--- config.mk ---
export PLATFORM = sky130hd
export DESIGN_NAME = rgb_fade_sequencer
export DESIGN_NICKNAME = d
export VERILOG_FILES = /design/src/rtl/rgb_seq_pkg.sv /design/src/rtl/rgb_seq_palette.sv /design/src/rtl/rgb_fade_sequencer.sv
export SDC_FILE = /design/constraint.sdc
export NUM_CORES = 1
export LEC_CHECK = 0
export ABC_AREA = 1
export CAP_MARGIN = 10
export CORE_MARGIN = 2
export CORE_UTILIZATION = 31
export DETAILED_ROUTE_END_ITERATION = 10
export PLACE_DENSITY = 0.53
export SYNTH_ARGS = -nofsm -noshare
export SYNTH_HDL_FRONTEND = slang
export SYNTH_HIERARCHICAL = 1
export SYNTH_SLANG_ARGS = --single-unit
--- constraint.sdc ---
create_clock -name clk -period 2.59 [get_ports clk]
set_input_delay 0.259 -clock clk [delete_from_list [all_inputs] [get_ports clk]]
set_output_delay 0.259 -clock clk [all_outputs]
set_load 0.01 [all_outputs]
--- src/rtl/rgb_seq_pkg.sv ---
// Shared FSM state type, default palette and step-width helper for the RGB fade sequencer.
package rgb_seq_pkg;

   typedef enum logic [1:0] {
      RGB_SEQ_IDLE = 2'd0,
      RGB_SEQ_HOLD = 2'd1,
      RGB_SEQ_FADE = 2'd2
   } rgb_seq_state_e;

   localparam int RGB_SEQ_DEFAULT_STEPS = 8;

   // Yellow ramp (red = green) finishing on pure red; entry 0 is the last element.
   localparam logic [RGB_SEQ_DEFAULT_STEPS-1:0][23:0] RGB_SEQ_DEFAULT_PALETTE = {
      {8'd255, 8'd0,   8'd0},
      {8'd150, 8'd150, 8'd0},
      {8'd127, 8'd127, 8'd0},
      {8'd100, 8'd100, 8'd0},
      {8'd80,  8'd80,  8'd0},
      {8'd60,  8'd60,  8'd0},
      {8'd40,  8'd40,  8'd0},
      {8'd20,  8'd20,  8'd0}
   };

   function automatic int rgb_seq_step_w(input int num_steps);
      return (num_steps > 32'sd1) ? $clog2(num_steps) : 32'sd1;
   endfunction

endpackage

--- src/rtl/rgb_seq_palette.sv ---
// Colour palette register file: synchronous write port, asynchronous read, reset to the
// initial palette.
module rgb_seq_palette
   import rgb_seq_pkg::*;
#(
   parameter int NUM_STEPS           = 8,
   parameter int PWM_RESOLUTION_BITS = 8,
   parameter int STEP_W              = rgb_seq_step_w(NUM_STEPS),
   parameter logic [NUM_STEPS-1:0][3*PWM_RESOLUTION_BITS-1:0] INIT_PALETTE = RGB_SEQ_DEFAULT_PALETTE
)(
   input  logic                               clk,
   input  logic                               reset,
   input  logic                               wr_en,
   input  logic [STEP_W-1:0]                  wr_addr,
   input  logic [3*PWM_RESOLUTION_BITS-1:0]   wr_data,
   input  logic [STEP_W-1:0]                  rd_addr,
   output logic [3*PWM_RESOLUTION_BITS-1:0]   rd_data
);

   logic [NUM_STEPS-1:0][3*PWM_RESOLUTION_BITS-1:0] mem_r;

   // Palette storage; reset wins over a simultaneous write.
   always_ff @(posedge clk) begin
      if (reset) begin
         mem_r <= INIT_PALETTE;
      end else if (wr_en) begin
         mem_r[wr_addr] <= wr_data;
      end
   end

   assign rd_data = mem_r[rd_addr];

endmodule

--- src/rtl/rgb_fade_sequencer.sv ---
// Palette-driven RGB duty-cycle sequencer: hold each colour, then step to the next one.
// Define RGB_SEQ_FADE_EN for a linear one-LSB-per-tick fade; otherwise colours jump.
module rgb_fade_sequencer
   import rgb_seq_pkg::*;
#(
   parameter int          PWM_RESOLUTION_BITS = 8,
   parameter int          NUM_STEPS           = 8,
   parameter logic [31:0] HOLD_CYCLES         = 32'h12C0000,
   parameter logic [31:0] TICK_CYCLES         = 32'h4000,
   parameter logic [NUM_STEPS-1:0][3*PWM_RESOLUTION_BITS-1:0] INIT_PALETTE = RGB_SEQ_DEFAULT_PALETTE,
   localparam int         STEP_W              = rgb_seq_step_w(NUM_STEPS)
)(
   input  logic                               clk,
   input  logic                               reset,
   input  logic                               run,
   input  logic [STEP_W-1:0]                  last_step,
   input  logic                               wr_en,
   input  logic [STEP_W-1:0]                  wr_addr,
   input  logic [3*PWM_RESOLUTION_BITS-1:0]   wr_data,
   output logic [PWM_RESOLUTION_BITS-1:0]     red_val,
   output logic [PWM_RESOLUTION_BITS-1:0]     green_val,
   output logic [PWM_RESOLUTION_BITS-1:0]     blue_val,
   output logic                               pwm_en,
   output logic [STEP_W-1:0]                  step_idx,
   output logic                               step_done
);

   localparam int                PW        = PWM_RESOLUTION_BITS;
   localparam logic [STEP_W-1:0] MAX_IDX   = STEP_W'(NUM_STEPS - 1);
   localparam logic [31:0]       HOLD_LAST = HOLD_CYCLES - 32'd1;
`ifdef RGB_SEQ_FADE_EN
   localparam logic [31:0]       TICK_LAST = TICK_CYCLES - 32'd1;
`endif

   rgb_seq_state_e    state_r, state_s;
   logic [31:0]       hold_cnt_r, hold_cnt_s;
   logic [PW-1:0]     red_r, red_s, green_r, green_s, blue_r, blue_s;
   logic              pwm_en_r, pwm_en_s, step_done_r, step_done_s;
   logic [STEP_W-1:0] step_idx_r, step_idx_s;
   logic [STEP_W-1:0] last_step_c_s, next_idx_s, rd_addr_s;
   logic [3*PW-1:0]   rd_data_s;
   logic [PW-1:0]     tgt_red_s, tgt_green_s, tgt_blue_s;
`ifdef RGB_SEQ_FADE_EN
   logic [31:0]       tick_cnt_r, tick_cnt_s;
   logic              at_target_s;
`endif

   function automatic logic [PW-1:0] step_toward(input logic [PW-1:0] cur, input logic [PW-1:0] tgt);
      logic [PW-1:0] res;
      if (cur < tgt) begin
         res = cur + PW'(1'b1);
      end else if (cur > tgt) begin
         res = cur - PW'(1'b1);
      end else begin
         res = cur;
      end
      return res;
   endfunction

   // '>=' rather than '==' so a last_step lowered below the current index still wraps.
   assign last_step_c_s = (last_step > MAX_IDX) ? MAX_IDX : last_step;
   assign next_idx_s    = (step_idx_r >= last_step_c_s) ? {STEP_W{1'b0}} : step_idx_r + STEP_W'(1'b1);

`ifdef RGB_SEQ_FADE_EN
   assign rd_addr_s   = step_idx_r;
`else
   assign rd_addr_s   = (state_r == RGB_SEQ_HOLD) ? next_idx_s : step_idx_r;
`endif

   rgb_seq_palette #(
      .NUM_STEPS           (NUM_STEPS),
      .PWM_RESOLUTION_BITS (PW),
      .STEP_W              (STEP_W),
      .INIT_PALETTE        (INIT_PALETTE)
   ) u_palette (
      .clk     (clk),
      .reset   (reset),
      .wr_en   (wr_en),
      .wr_addr (wr_addr),
      .wr_data (wr_data),
      .rd_addr (rd_addr_s),
      .rd_data (rd_data_s)
   );

   assign tgt_red_s   = rd_data_s[3*PW-1:2*PW];
   assign tgt_green_s = rd_data_s[2*PW-1:PW];
   assign tgt_blue_s  = rd_data_s[PW-1:0];
`ifdef RGB_SEQ_FADE_EN
   assign at_target_s = (red_r == tgt_red_s) && (green_r == tgt_green_s) && (blue_r == tgt_blue_s);
`endif

   // Next-state and next-datapath decode; run=0 forces everything back to idle.
   always_comb begin
      state_s     = state_r;
      hold_cnt_s  = hold_cnt_r;
      red_s       = red_r;
      green_s     = green_r;
      blue_s      = blue_r;
      pwm_en_s    = pwm_en_r;
      step_idx_s  = step_idx_r;
      step_done_s = 1'b0;
`ifdef RGB_SEQ_FADE_EN
      tick_cnt_s  = tick_cnt_r;
`endif
      if (!run) begin
         state_s    = RGB_SEQ_IDLE;
         hold_cnt_s = 32'd0;
         red_s      = {PW{1'b0}};
         green_s    = {PW{1'b0}};
         blue_s     = {PW{1'b0}};
         pwm_en_s   = 1'b0;
         step_idx_s = {STEP_W{1'b0}};
`ifdef RGB_SEQ_FADE_EN
         tick_cnt_s = 32'd0;
`endif
      end else begin
         case (state_r)
            RGB_SEQ_IDLE: begin
               state_s    = RGB_SEQ_HOLD;
               hold_cnt_s = 32'd0;
               red_s      = tgt_red_s;
               green_s    = tgt_green_s;
               blue_s     = tgt_blue_s;
               pwm_en_s   = 1'b1;
               step_idx_s = {STEP_W{1'b0}};
            end
            RGB_SEQ_HOLD: begin
               if (hold_cnt_r == HOLD_LAST) begin
                  hold_cnt_s = 32'd0;
                  step_idx_s = next_idx_s;
`ifdef RGB_SEQ_FADE_EN
                  state_s    = RGB_SEQ_FADE;
                  tick_cnt_s = 32'd0;
`else
                  red_s       = tgt_red_s;
                  green_s     = tgt_green_s;
                  blue_s      = tgt_blue_s;
                  step_done_s = 1'b1;
`endif
               end else begin
                  hold_cnt_s = hold_cnt_r + 32'd1;
               end
            end
`ifdef RGB_SEQ_FADE_EN
            RGB_SEQ_FADE: begin
               if (at_target_s) begin
                  state_s     = RGB_SEQ_HOLD;
                  hold_cnt_s  = 32'd0;
                  tick_cnt_s  = 32'd0;
                  step_done_s = 1'b1;
               end else if (tick_cnt_r == TICK_LAST) begin
                  tick_cnt_s = 32'd0;
                  red_s      = step_toward(red_r, tgt_red_s);
                  green_s    = step_toward(green_r, tgt_green_s);
                  blue_s     = step_toward(blue_r, tgt_blue_s);
               end else begin
                  tick_cnt_s = tick_cnt_r + 32'd1;
               end
            end
`endif
            default: begin
               state_s    = RGB_SEQ_IDLE;
               hold_cnt_s = 32'd0;
               red_s      = {PW{1'b0}};
               green_s    = {PW{1'b0}};
               blue_s     = {PW{1'b0}};
               pwm_en_s   = 1'b0;
               step_idx_s = {STEP_W{1'b0}};
`ifdef RGB_SEQ_FADE_EN
               tick_cnt_s = 32'd0;
`endif
            end
         endcase
      end
   end

   // FSM state register.
   always_ff @(posedge clk) begin
      if (reset) begin
         state_r <= RGB_SEQ_IDLE;
      end else begin
         state_r <= state_s;
      end
   end

   // Counters and registered outputs.
   always_ff @(posedge clk) begin
      if (reset) begin
         hold_cnt_r  <= 32'd0;
         red_r       <= {PW{1'b0}};
         green_r     <= {PW{1'b0}};
         blue_r      <= {PW{1'b0}};
         pwm_en_r    <= 1'b0;
         step_idx_r  <= {STEP_W{1'b0}};
         step_done_r <= 1'b0;
`ifdef RGB_SEQ_FADE_EN
         tick_cnt_r  <= 32'd0;
`endif
      end else begin
         hold_cnt_r  <= hold_cnt_s;
         red_r       <= red_s;
         green_r     <= green_s;
         blue_r      <= blue_s;
         pwm_en_r    <= pwm_en_s;
         step_idx_r  <= step_idx_s;
         step_done_r <= step_done_s;
`ifdef RGB_SEQ_FADE_EN
         tick_cnt_r  <= tick_cnt_s;
`endif
      end
   end

   assign red_val   = red_r;
   assign green_val = green_r;
   assign blue_val  = blue_r;
   assign pwm_en    = pwm_en_r;
   assign step_idx  = step_idx_r;
   assign step_done = step_done_r;

endmodule
==> results.py <==
metrics = {
    "global_routing": {
        "grt_antenna_before_repair": 0,
        "first_global_vias": 11630,
        "grt_pass1_wl_um": 63610,
        "gr-usage-all-layers": 0.1928,
        "grt_max_degree": 52,
        "grt.overflow.total": 0,
    },
    "placement": {
        "numPortBuffers": 62,
        "dpl_worst_slack_ps": -239.5,
        "place_hpwl_um": 25070,
        "gp_congestion": 0.8123,
    },
    "logic_synthesis": {
        "syn_avg_cell_area_sq_um": 6.393,
        "synth_nets": 1991,
        "synth_area_sq_um": 12480,
        "yosysTopAreaCell": "dfxtp_1",
        "synth_cell_types": 31,
        "yosysSeqAreaShare": 0.4059,
        "yosys-top-cells-area": "dfxtp_1 41%, nand2_1 16%, nor2_1 11%",
        "yosysWarnings": 6,
        "synthCells": 1952,
        "ys_seq_elements": 253,
        "synth_top_area_frac": 0.4059,
    },
    "timing": {
        "fin_ws_ps": 167.3,
        "period_minus_slack_ps": 2423,
        "finalSetupViolations": 0,
        "slew_headroom": 0.5393,
        "hold_viol": 0,
        "max_freq_mhz": 412.8,
        "fin_crit_sh": 0.9354,
        "fin_worst_skew_ps": 16.44,
        "slew_viol_final": 0,
        "rsz0062_at_grt": "true",
        "worstMarginPinSlew_ps": 690.0,
    },
    "clocking": {
        "htreeDepth": 1,
        "post_cts_resized": 0,
        "clock_latency_ps": 570,
        "cts_root_buffer": "clkbuf_16",
        "cts_tree": "yes",
        "hold_buffers": 0,
        "path_clk_slew_ps": 60,
        "post_cts_buffers": 0,
        "cts_sinks": 253,
        "cts_made_buffers": 29,
        "clockBufferDepth": 3,
    },
    "drt": {
        "wl_per_cell_um": 15.65,
        "drt_iter0_drc": 679,
        "routed_via_density": 4.652,
        "ant_nets": 0,
        "drc": 0,
        "dr.pass1.iters": 5,
        "routed_wl_um": 39780,
        "vias": 11830,
    },
    "cells_and_area": {
        "antenna_cells": 0,
        "final_common_cell": "nand2_1",
        "layout_common_cells": "525 x nand2_1, 368 x nor2_1, 252 x dfxtp_1, 251 x inv_1, 164 x nand3_1",
        "area_delta_synth_final_pct": 19.34,
        "drive_gt1_frac": 0.08627,
        "nets": 2036,
    },
    "worst_setup_path": {
        "critPathCaptureType": "output pin",
        "arrival_ps": 2160,
        "worstPathRequired_ps": 2330,
        "reg2reg_setup_slack_ps": 220,
        "reg2reg_depth": 15,
        "r2r-start": "step_idx[2]",
        "critPathKind": "reg -> out",
        "critPathLaunchType": "flip-flop",
        "cp_max_fo": 37,
        "r2r_end": "blue_val[0]",
    },
    "worst_hold_path": {
        "hold_path_depth": 1,
        "whs_endpoint": "hold_cnt_r[0]",
        "hp-class": "reg -> reg",
        "min_from": "hold_cnt_r[0]",
    },
    "run_status": {
        "status": "completed",
    },
    "floorplanning": {
        "start_util": 0.3141,
        "io_pins": 63,
        "dieArea_sq_um": 41870,
        "die_height_um": 204.6,
        "core_sq_um": 39730,
        "rows": 73,
        "die_x_um": 204.6,
    },
    "power": {
        "p_total_uw": 9344,
        "p_leak_uw": 0.006761,
        "p_per_area_nw_per_um2": 627.5,
        "vdd_ir_drop_max_v": 0.0004413,
    },
    "job": {
        "maxCapViolations": 0,
    },
}
## cell families after synthesis
family / count (synthesis) / synth area share
xor+xnor: 17 / 0.01193
compound gates: 187 / 0.07520
fa+ha+maj: 5 / 0.005014
buf+inv: 374 / 0.1277
simple gates: 1116 / 0.3742
flops: 253 / 0.4059
## routing by layer
layer / global-route usage / share of wire / vias up / wire length (um)
met5: 0 / 0 / - / 0
met4: 0.06444 / 0.033 / 0 / 1313
met3: 0.02418 / 0.038 / 79 / 1511
met2: 0.3413 / 0.48 / 234 / 18920
met1: 0.2404 / 0.45 / 5477 / 18040
li1: - / - / 6036 / -
## final cells by class
| cell class | instances | area, sq um |
|---|---|---|
| clock buffer | 39 | 833.3 |
| clock inverter | 12 | 167.7 |
| fill | 4261 | 24840 |
| inverter | 267 | 1006 |
| multi-input combinational | 1325 | 5848 |
| sequential | 253 | 5066 |
| tap | 525 | 656.9 |
| timing repair buffer | 121 | 1314 |
## worst max-delay path, cell delays in order, from the launching register on
cell             delay (ps)
dfxtp_2                 450
buf_4                   490
clkdlybuf4s50_1         650
## state kept, by name (all words and copies together), names as in the netlist
signal,flops
step_idx,3
red_val,8
step_done,1
pwm_en,1
hold_cnt_r,32
green_val,8
blue_val,8
u_palette/mem_r,192
## synth_stat cells (all sizes together)
master,number
nand2,535
nor2,377
inv,266
dfxtp,253
nand3,188
o21ai,147
buf,70
a21oi,39
clkbuf,37
xor2,10
nand4,9
xnor2,7
ha,5
or2,4
clkinv,1
nand3b,1
nor3,1
nor3b,1
o211ai,1
## power breakdown
part | switching (uW) | internal (uW)
Sequential | 73.3 | 4020
Combinational | 551 | 342
Clock | 1720 | 2640
## worst max-delay path by stage
stage                 start      endpoint
5_1_grt         step_idx[2]   blue_val[7]
2_1_floorplan        pwm_en  green_val[2]
6_report             pwm_en        pwm_en
3_5_place_dp   last_step[2]   blue_val[0]
3_3_place_gp   last_step[2]   blue_val[0]
4_1_cts              pwm_en        pwm_en
## per-stage QoR
| step | std cells | area, sq um | hold WS (ps) | TNS, ps | utilization |
|---|---|---|---|---|---|
| global route | 2542 | 14890 | 476.1 | -29.15 | 0.3748 |
| detailed placement | 2491 | 13890 | 449.5 | -3129 | 0.3496 |
| CTS | 2542 | 14890 | 444.9 | 0 | 0.3748 |
| global placement | 2491 | 13890 | 428.6 | -2544 | 0.3496 |
| floorplan | 1952 | 12480 | 372.2 | 0 | - |
| finish | 2542 | 14890 | 454.4 | 0 | 0.3748 |
(Power assumes the default switching activity.)
